[src/rtl/cycle_sequencer_if.sv]
// Handshake bundle between the cycle sequencer and the microcode blocks.
// The slave modport is the sequencer side; the master modport drives its inputs.
interface cycle_sequencer_if #(
    parameter int STEP_W  = 4,
    parameter int COUNT_W = 8
);
    logic               i_Stall;
    logic               i_IR_Fetch;
    logic               i_Halt;
    logic               i_Wake;
    logic [STEP_W-1:0]  o_Cycle_Step;
    logic [COUNT_W-1:0] o_Cycle_Count;
    logic               o_M_End;
    logic               o_Instr_Start;
    logic               o_Halted;
    logic               o_Overrun;

    modport master (
        output i_Stall, i_IR_Fetch, i_Halt, i_Wake,
        input  o_Cycle_Step, o_Cycle_Count, o_M_End,
               o_Instr_Start, o_Halted, o_Overrun
    );

    modport slave (
        input  i_Stall, i_IR_Fetch, i_Halt, i_Wake,
        output o_Cycle_Step, o_Cycle_Count, o_M_End,
               o_Instr_Start, o_Halted, o_Overrun
    );
endinterface

[src/rtl/cycle_sequencer.sv]
// Cycle sequencer: one-hot T-state and M-cycle generator for the microcode
// blocks, with stall, HALT/wake handling and sticky M-cycle overrun flag.
module cycle_sequencer #(
    parameter int STEP_W  = 4,
    parameter int COUNT_W = 8
) (
    input  logic             i_Clk,
    input  logic             i_Reset_n,
    cycle_sequencer_if.slave bus
);

    typedef enum logic {
        ST_RUN  = 1'b0,
        ST_HALT = 1'b1
    } state_t;

    localparam logic [STEP_W-1:0]  STEP_T1  = STEP_W'(1);
    localparam logic [COUNT_W-1:0] COUNT_M1 = COUNT_W'(1);

    state_t             state_q, state_d;
    logic [STEP_W-1:0]  step_q, step_d;
    logic [COUNT_W-1:0] count_q, count_d;
    logic               start_q, start_d;
    logic               overrun_q, overrun_d;
    logic               m_end;

    assign m_end = step_q[STEP_W-1] & ~bus.i_Stall;

    // State register: synchronous active-low reset wins over every other input.
    always_ff @(posedge i_Clk) begin
        if (!i_Reset_n) begin
            state_q   <= ST_RUN;
            step_q    <= STEP_T1;
            count_q   <= COUNT_M1;
            start_q   <= 1'b1;
            overrun_q <= 1'b0;
        end else begin
            state_q   <= state_d;
            step_q    <= step_d;
            count_q   <= count_d;
            start_q   <= start_d;
            overrun_q <= overrun_d;
        end
    end

    // Next-state logic: step rotates every unstalled clock, count/state move only at M-end.
    always_comb begin
        state_d   = state_q;
        step_d    = step_q;
        count_d   = count_q;
        start_d   = start_q;
        overrun_d = overrun_q;

        if (!bus.i_Stall) begin
            step_d = {step_q[STEP_W-2:0], step_q[STEP_W-1]};

            // Leaving T1 ends the one-T-state instruction-start marker.
            if (step_q[0]) begin
                start_d = 1'b0;
            end

            if (m_end) begin
                unique case (state_q)
                    ST_RUN: begin
                        if (bus.i_Halt) begin
                            state_d = ST_HALT;
                            count_d = '0;
                        end else if (bus.i_IR_Fetch) begin
                            count_d = COUNT_M1;
                            start_d = 1'b1;
                        end else if (count_q[COUNT_W-1]) begin
                            count_d   = COUNT_M1;
                            overrun_d = 1'b1;
                            start_d   = 1'b1;
                        end else begin
                            count_d = {count_q[COUNT_W-2:0], 1'b0};
                        end
                    end
                    ST_HALT: begin
                        if (bus.i_Wake) begin
                            state_d = ST_RUN;
                            count_d = COUNT_M1;
                            start_d = 1'b1;
                        end
                    end
                    default: begin
                        state_d = ST_RUN;
                    end
                endcase
            end
        end
    end

    assign bus.o_Cycle_Step  = step_q;
    assign bus.o_Cycle_Count = count_q;
    assign bus.o_M_End       = m_end;
    assign bus.o_Instr_Start = start_q;
    assign bus.o_Halted      = (state_q == ST_HALT);
    assign bus.o_Overrun     = overrun_q;

endmodule

[src/flat_wrapper.sv]
// flat-port wrapper written by rule: the top's interface ports become plain ports
module cycle_sequencer_flat 
#(
    parameter int STEP_W  = 4,
    parameter int COUNT_W = 8
)
  (i_Clk, i_Reset_n, bus_i_Stall, bus_i_IR_Fetch, bus_i_Halt, bus_i_Wake, bus_o_Cycle_Step, bus_o_Cycle_Count, bus_o_M_End, bus_o_Instr_Start, bus_o_Halted, bus_o_Overrun);
  cycle_sequencer_if #(.STEP_W(STEP_W), .COUNT_W(COUNT_W)) bus_i ();
  input  logic i_Clk;
  input  logic i_Reset_n;
  input wire logic [$bits(bus_i.i_Stall)-1:0] bus_i_Stall;
  input wire logic [$bits(bus_i.i_IR_Fetch)-1:0] bus_i_IR_Fetch;
  input wire logic [$bits(bus_i.i_Halt)-1:0] bus_i_Halt;
  input wire logic [$bits(bus_i.i_Wake)-1:0] bus_i_Wake;
  output wire logic [$bits(bus_i.o_Cycle_Step)-1:0] bus_o_Cycle_Step;
  output wire logic [$bits(bus_i.o_Cycle_Count)-1:0] bus_o_Cycle_Count;
  output wire logic [$bits(bus_i.o_M_End)-1:0] bus_o_M_End;
  output wire logic [$bits(bus_i.o_Instr_Start)-1:0] bus_o_Instr_Start;
  output wire logic [$bits(bus_i.o_Halted)-1:0] bus_o_Halted;
  output wire logic [$bits(bus_i.o_Overrun)-1:0] bus_o_Overrun;
  assign bus_i.i_Stall = bus_i_Stall;
  assign bus_i.i_IR_Fetch = bus_i_IR_Fetch;
  assign bus_i.i_Halt = bus_i_Halt;
  assign bus_i.i_Wake = bus_i_Wake;
  assign bus_o_Cycle_Step = bus_i.o_Cycle_Step;
  assign bus_o_Cycle_Count = bus_i.o_Cycle_Count;
  assign bus_o_M_End = bus_i.o_M_End;
  assign bus_o_Instr_Start = bus_i.o_Instr_Start;
  assign bus_o_Halted = bus_i.o_Halted;
  assign bus_o_Overrun = bus_i.o_Overrun;
  cycle_sequencer #(.STEP_W(STEP_W), .COUNT_W(COUNT_W)) u_core (.i_Clk(i_Clk), .i_Reset_n(i_Reset_n), .bus(bus_i));
endmodule
[config.mk]
export PLATFORM = sky130hd
export DESIGN_NAME = cycle_sequencer_flat
export DESIGN_NICKNAME = d
export VERILOG_FILES = /design/src/rtl/cycle_sequencer_if.sv /design/src/rtl/cycle_sequencer.sv /design/src/flat_wrapper.sv
export SDC_FILE = /design/constraint.sdc
export NUM_CORES = 1
export LEC_CHECK = 0
export CORE_MARGIN = 4
export CORE_UTILIZATION = 50
export CTS_CLUSTER_DIAMETER = 120
export DETAILED_ROUTE_END_ITERATION = 10
export DONT_BUFFER_PORTS = 1
export GPL_TIMING_DRIVEN = 1
export MAX_ROUTING_LAYER = met4
export PLACE_DENSITY = 0.68
export SLEW_MARGIN = 15
export SYNTH_ARGS = -nofsm -noshare
export SYNTH_HDL_FRONTEND = slang
export SYNTH_SLANG_ARGS = --single-unit
export TNS_END_PERCENT = 10
[constraint.sdc]
create_clock -name i_Clk -period 1.05 [get_ports i_Clk]
set_input_delay 0.21 -clock i_Clk [delete_from_list [all_inputs] [get_ports i_Clk]]
set_output_delay 0.21 -clock i_Clk [all_outputs]
set_load 0.03 [all_outputs]
; Word-level counts from Yosys, hierarchy flattened
; Index checks and enable logic that the tools add are counted.
[op_classes]
eq_ne = 1
mux = 15
bitwise = 5
reduce_logical = 3
[op_table]
columns = op, n
row1 = 2-to-1 mux 8 bit, 4
row2 = case mux 8 bit (2 select lines), 1
row3 = 2-to-1 mux 1 bit, 8
row4 = AND reduction 6 bit, 1
row5 = inverter 1 bit, 4
row6 = case mux 1 bit (2 select lines), 2
row7 = AND reduction 3 bit, 1
row8 = "!= test 2 bit, second input constant", 1
row9 = AND reduction 2 bit, 1
row10 = bitwise AND 1 bit, 1
[totals]
ff_bits = 15
inputBits = 6
out_inout_bits = 16
wordCells = 29

; Depth between registers and ports, before layout
[logic_depth]
depth_word = 6
depth_mapped = 6
ltp_nobuf = 4

; Worst setup path after synthesis
; No wires, ideal clock.
[synth_timing]
path_type = register to register
startpoint = register u_core.step_q[3], in the netlist u_core.bus.o_Cycle_Step[3]
endpoint = register u_core.count_q[2], in the netlist u_core.bus.o_Cycle_Count[2]
setup_ns = 0.070
arrival_ns = 1.149
required_ns = 0.980
path_slack_ns = -0.169
path_stages_with_launch = 7
path_buffers = 2
cell_sequence = dfxtp_1 nand2b_4 buf_8 inv_8 buf_12 nand4b_1 a21boi_1
[synth_between]
elab_chain_cells = 2
[synth_rtl]
columns = element, line
row1 = from (decl), cycle_sequencer.sv:21  ; logic [STEP_W-1:0] step_q, step_d;
row2 = from (signal assigned), cycle_sequencer.sv:39  ; step_q <= step_d;
row3 = bitwise AND 1 bit, cycle_sequencer.sv:27  ; assign m_end = step_q[STEP_W-1] & ~bus.i_Stall;
row4 = named net bus_o_M_End, flat_wrapper.sv:17  ; output wire logic [$bits(bus_i.o_M_End)-1:0] bus_o_M_End;
row5 = AND reduction 3 bit (no line), --
row6 = to (signal assigned), cycle_sequencer.sv:40  ; count_q <= count_d;
row7 = to (decl), cycle_sequencer.sv:22  ; logic [COUNT_W-1:0] count_q, count_d;
; The timed path passes the listed nets, and every way through them passes these cells.
; A chain may end at the register's enable or synchronous reset.

; Final worst setup path
[layout_timing]
startpoint = register u_core.state_q, in the netlist u_core.bus.o_Halted
endpoint = register u_core.start_q, in the netlist u_core.bus.o_Instr_Start
[layout_between]
elab_chain_cells = 3
[layout_rtl]
columns = element, line
row1 = from (decl), cycle_sequencer.sv:20  ; state_t state_q, state_d;
row2 = from (signal assigned), cycle_sequencer.sv:38  ; state_q <= state_d;
row3 = inverter 1 bit, cycle_sequencer.sv:63  ; unique case (state_q)
row4 = case mux 1 bit (2 select lines) *, cycle_sequencer.sv:63
row5 = 2-to-1 mux 1 bit *, cycle_sequencer.sv:62  ; if (m_end) begin
row6 = to (signal assigned), cycle_sequencer.sv:41  ; start_q <= start_d;
row7 = to (decl), cycle_sequencer.sv:23  ; logic start_q, start_d;
; Every way passes the cells marked *; elsewhere a longest branch is shown, timed or not.

==> summary.md <==
| Metric | Value |
|---|---|
| Status | `completed` |
| DIE AREA | `2007 µm²` |
| Initial Util | `57.07%` |
| ANT cells | `0` |
| Antenna violations before repair | `0` |
| Vias per inst | `5.576` |
| Via count | `552` |
| Top post-synthesis cells by area | `dfxtp_1 (44%), nand4b_1 (9.1%), a21boi_1 (7.8%), o21ai_0 (5.9%), nor2b_1 (3.7%)` |
| Worst R2R Setup Slack | `0.02 ns` |
| Clock skew | `0.005048 ns` |
| Fin crit share | `98.39%` |
| CTS root buf | `clkbuf_4` |
| Fraction of registers with async set/reset | `0%` |
| Post-route ant nets | `0` |
| Fill count | `89` |
| Rel. slew slack | `78.12%` |
| Share of cells above drive strength 1 | `42.35%` |
| Total negative slack | `0 ns` |
| CP Class | `flop to flop` |
| Fmax | `0.9679 GHz` |
| Yosys warns | `0` |
| Max IR drop VDD | `884.9 µV` |
| Ordered list of cells on the worst path | `and2b_2 > nand2b_1 > o211ai_1` |
| Die width | `44.80 µm` |
| Most frequent cells in the layout | `buf_4 (12), nand4b_1 (7), o21ai_0 (7), a21boi_1 (7)` |
| CTS Buffer Depth | `2` |
| DP Wirelength | `984.6 µm` |
| Max-slew violations | `0` |
| Final wirelength | `1445 µm` |
| CTS Buf Count | `3` |
| TritonCTS clock tree | `built` |
| Leakage | `0.3350 nW` |
| Port bufs | `0` |
| Most common cell after layout, fill and taps aside | `buf_4` |
| Slowest cell delay on critical path | `0.37 ns` |
| Syn Inst Count | `65` |
| Global-route wire length before repair | `2270 µm` |
| Final Hold Vio Count | `0` |
| Worst path arrival time | `1.24 ns` |
| Seq/Total Area, Yosys | `44.36%` |
| Yosys top cell area share | `44.36%` |
| Total Nets Final | `92` |
| CTS Sinks | `15` |
| Final Critical Period | `1.033 ns` |
| Chip height | `44.80 µm` |
| Routability cong. | `0.7267` |
| Crit-path slowest cell | `dfxtp_4` |
| Wire length per cell | `14.60 µm` |
| Number of global-route vias before repair | `486` |
| Yosys cell types | `23` |
| Multi-input logic area | `327.8 µm²` |
| Register Area | `319.1 µm²` |
| Worst slew pin tran | `0.3278 ns` |
| Core area | `1186 µm²` |
| Initial DRC Count | `5` |
| H-tree levels | `1` |
| DR DRC count | `0` |
| CP required | `1.25 ns` |
| Grt ovf | `0` |
| P per Cell Area | `1148 nW/µm²` |
| Min-Delay Path Class | `input port to flop` |
| CP Launch Type | `flop` |
| Post-synthesis net count | `71` |
| Total GRT Usage | `15.98%` |
| Syn Area/Cell | `10.41 µm²` |
| IO Pins | `22` |
| Worst-Skew Late Latency | `0.28 ns` |
| Post-synth EDFFs | `0` |
| Synth area leader | `dfxtp_1` |
| Max-cap violations | `0` |
| RSZ-0062 raised after global routing | `yes` |
| Ys flop type | `dfxtp_1` |
| Area delta synth->final | `28.47%` |
| Rows | `12` |
| Largest net degree at the start of global routing | `17` |
| Mapped Area | `676.9 µm²` |
| Max FO, Critical Path | `8` |
| # setup viols final | `0` |
| Design Power | `998.1 µW` |
| Clk slew on worst S/H paths | `0.08 ns` |
| Drt pass-1 iters | `3` |
| Flops & latches, synth | `15` |
| Critical Path Sink Type | `flop` |
-- where the power goes --
part,internal [mW],leakage [nW],switching [mW],total [mW]
Sequential,0.574,0.127,0.0140,0.588
Clock,0.147,0.0150,0.179,0.326
Combinational,0.0428,0.193,0.0413,0.0841
-- metrics by stage --
step           cells  cell area [µm²]  setup slack, ns  hold slack, ns  util [%]
5_1_grt           99            869.6         -0.03184         0.02641     73.31
3_3_place_gp      90            767.0          0.07619          0.2861     64.66
3_5_place_dp      90            767.0          0.01466          0.2866     64.66
4_1_cts           98            832.0         0.003936         0.01847     70.15
6_report          99            869.6          0.01689         0.04846     73.31
2_1_floorplan     65            683.2         -0.02551          0.3383         -
-- kinds of logic after synthesis --
group | Yosys count | share of synthesized area, %
AO/OA/AOI/OAI | 21 | 22.00
buffers and inverters | 4 | 7.393
AND/OR/NAND/NOR | 23 | 23.29
multiplexers | 2 | 2.958
flip-flops | 15 | 44.36
-- synth_stat cells, types with 2 or more instances --
master / n
o21ai_0: 8
nand2b_1: 2
dfxtp_1: 15
nand4b_1: 7
a21boi_1: 7
mux2i_1: 2
nand2_1: 4
nor2_1: 2
nor2b_1: 4
-- what timing repair did --
item / CTS / global route
setup endpoints to repair: 3 / 23
endpoints found under the hold margin: 1 / 1
gates resized for setup: 2 / 14
hold buffers: 1 / 1
cloned: 1 / 0
pin swaps: 0 / 3
buffers inserted: 2 / 0
-- state kept, by name, indices dropped and copies added, names as in the netlist --
signal,count
u_core.bus.o_Cycle_Count,8
u_core.bus.o_Halted,1
u_core.bus.o_Instr_Start,1
u_core.bus.o_Overrun,1
u_core.bus.o_Cycle_Step,4
-- routing by layer --
| metal | vias to the layer above | global-route usage (%) | wire (µm) |
|---|---|---|---|
| met5 | - | - | 0 |
| met4 | 0 | 7.018 | 21 |
| met3 | 4 | 6.375 | 92 |
| met2 | 14 | 19.48 | 625 |
| met1 | 254 | 22.57 | 706 |
| li1 | 280 | - | - |
-- worst max-delay path: cells and delay by family (launching register included) --
| family | cells | cell delay [ns] |
|---|---|---|
| compound gates | 1 | 0.17 |
| flops | 1 | 0.37 |
| simple gates | 2 | 0.42 |
-- final cells by class --
cell class,count,area share (%)
multi-input combinational,46,37.70
timing repair buffer,18,18.27
tap,14,2.014
clock buffer,4,3.022
timing repair inverter,1,1.007
sequential,15,36.69
inverter,1,1.295
-- final timing paths --
kind | cells past startpoint | endpoint | startpoint
setup / recovery | 3 | u_core.bus.o_Instr_Start$_SDFFE_PN1N_ | u_core.bus.o_Halted$_SDFFE_PN0P_
hold / removal | 1 | u_core.bus.o_Cycle_Count[0]$_SDFFE_PN1P_ | i_Reset_n
setup reg to reg | 3 | u_core.bus.o_Instr_Start$_SDFFE_PN1N_ | u_core.bus.o_Halted$_SDFFE_PN0P_
hold reg to reg | 2 | u_core.bus.o_Cycle_Step[1]$_SDFFE_PN0N_ | u_core.bus.o_Cycle_Step[1]$_SDFFE_PN0N_
Power figures use the tool's default switching activity.
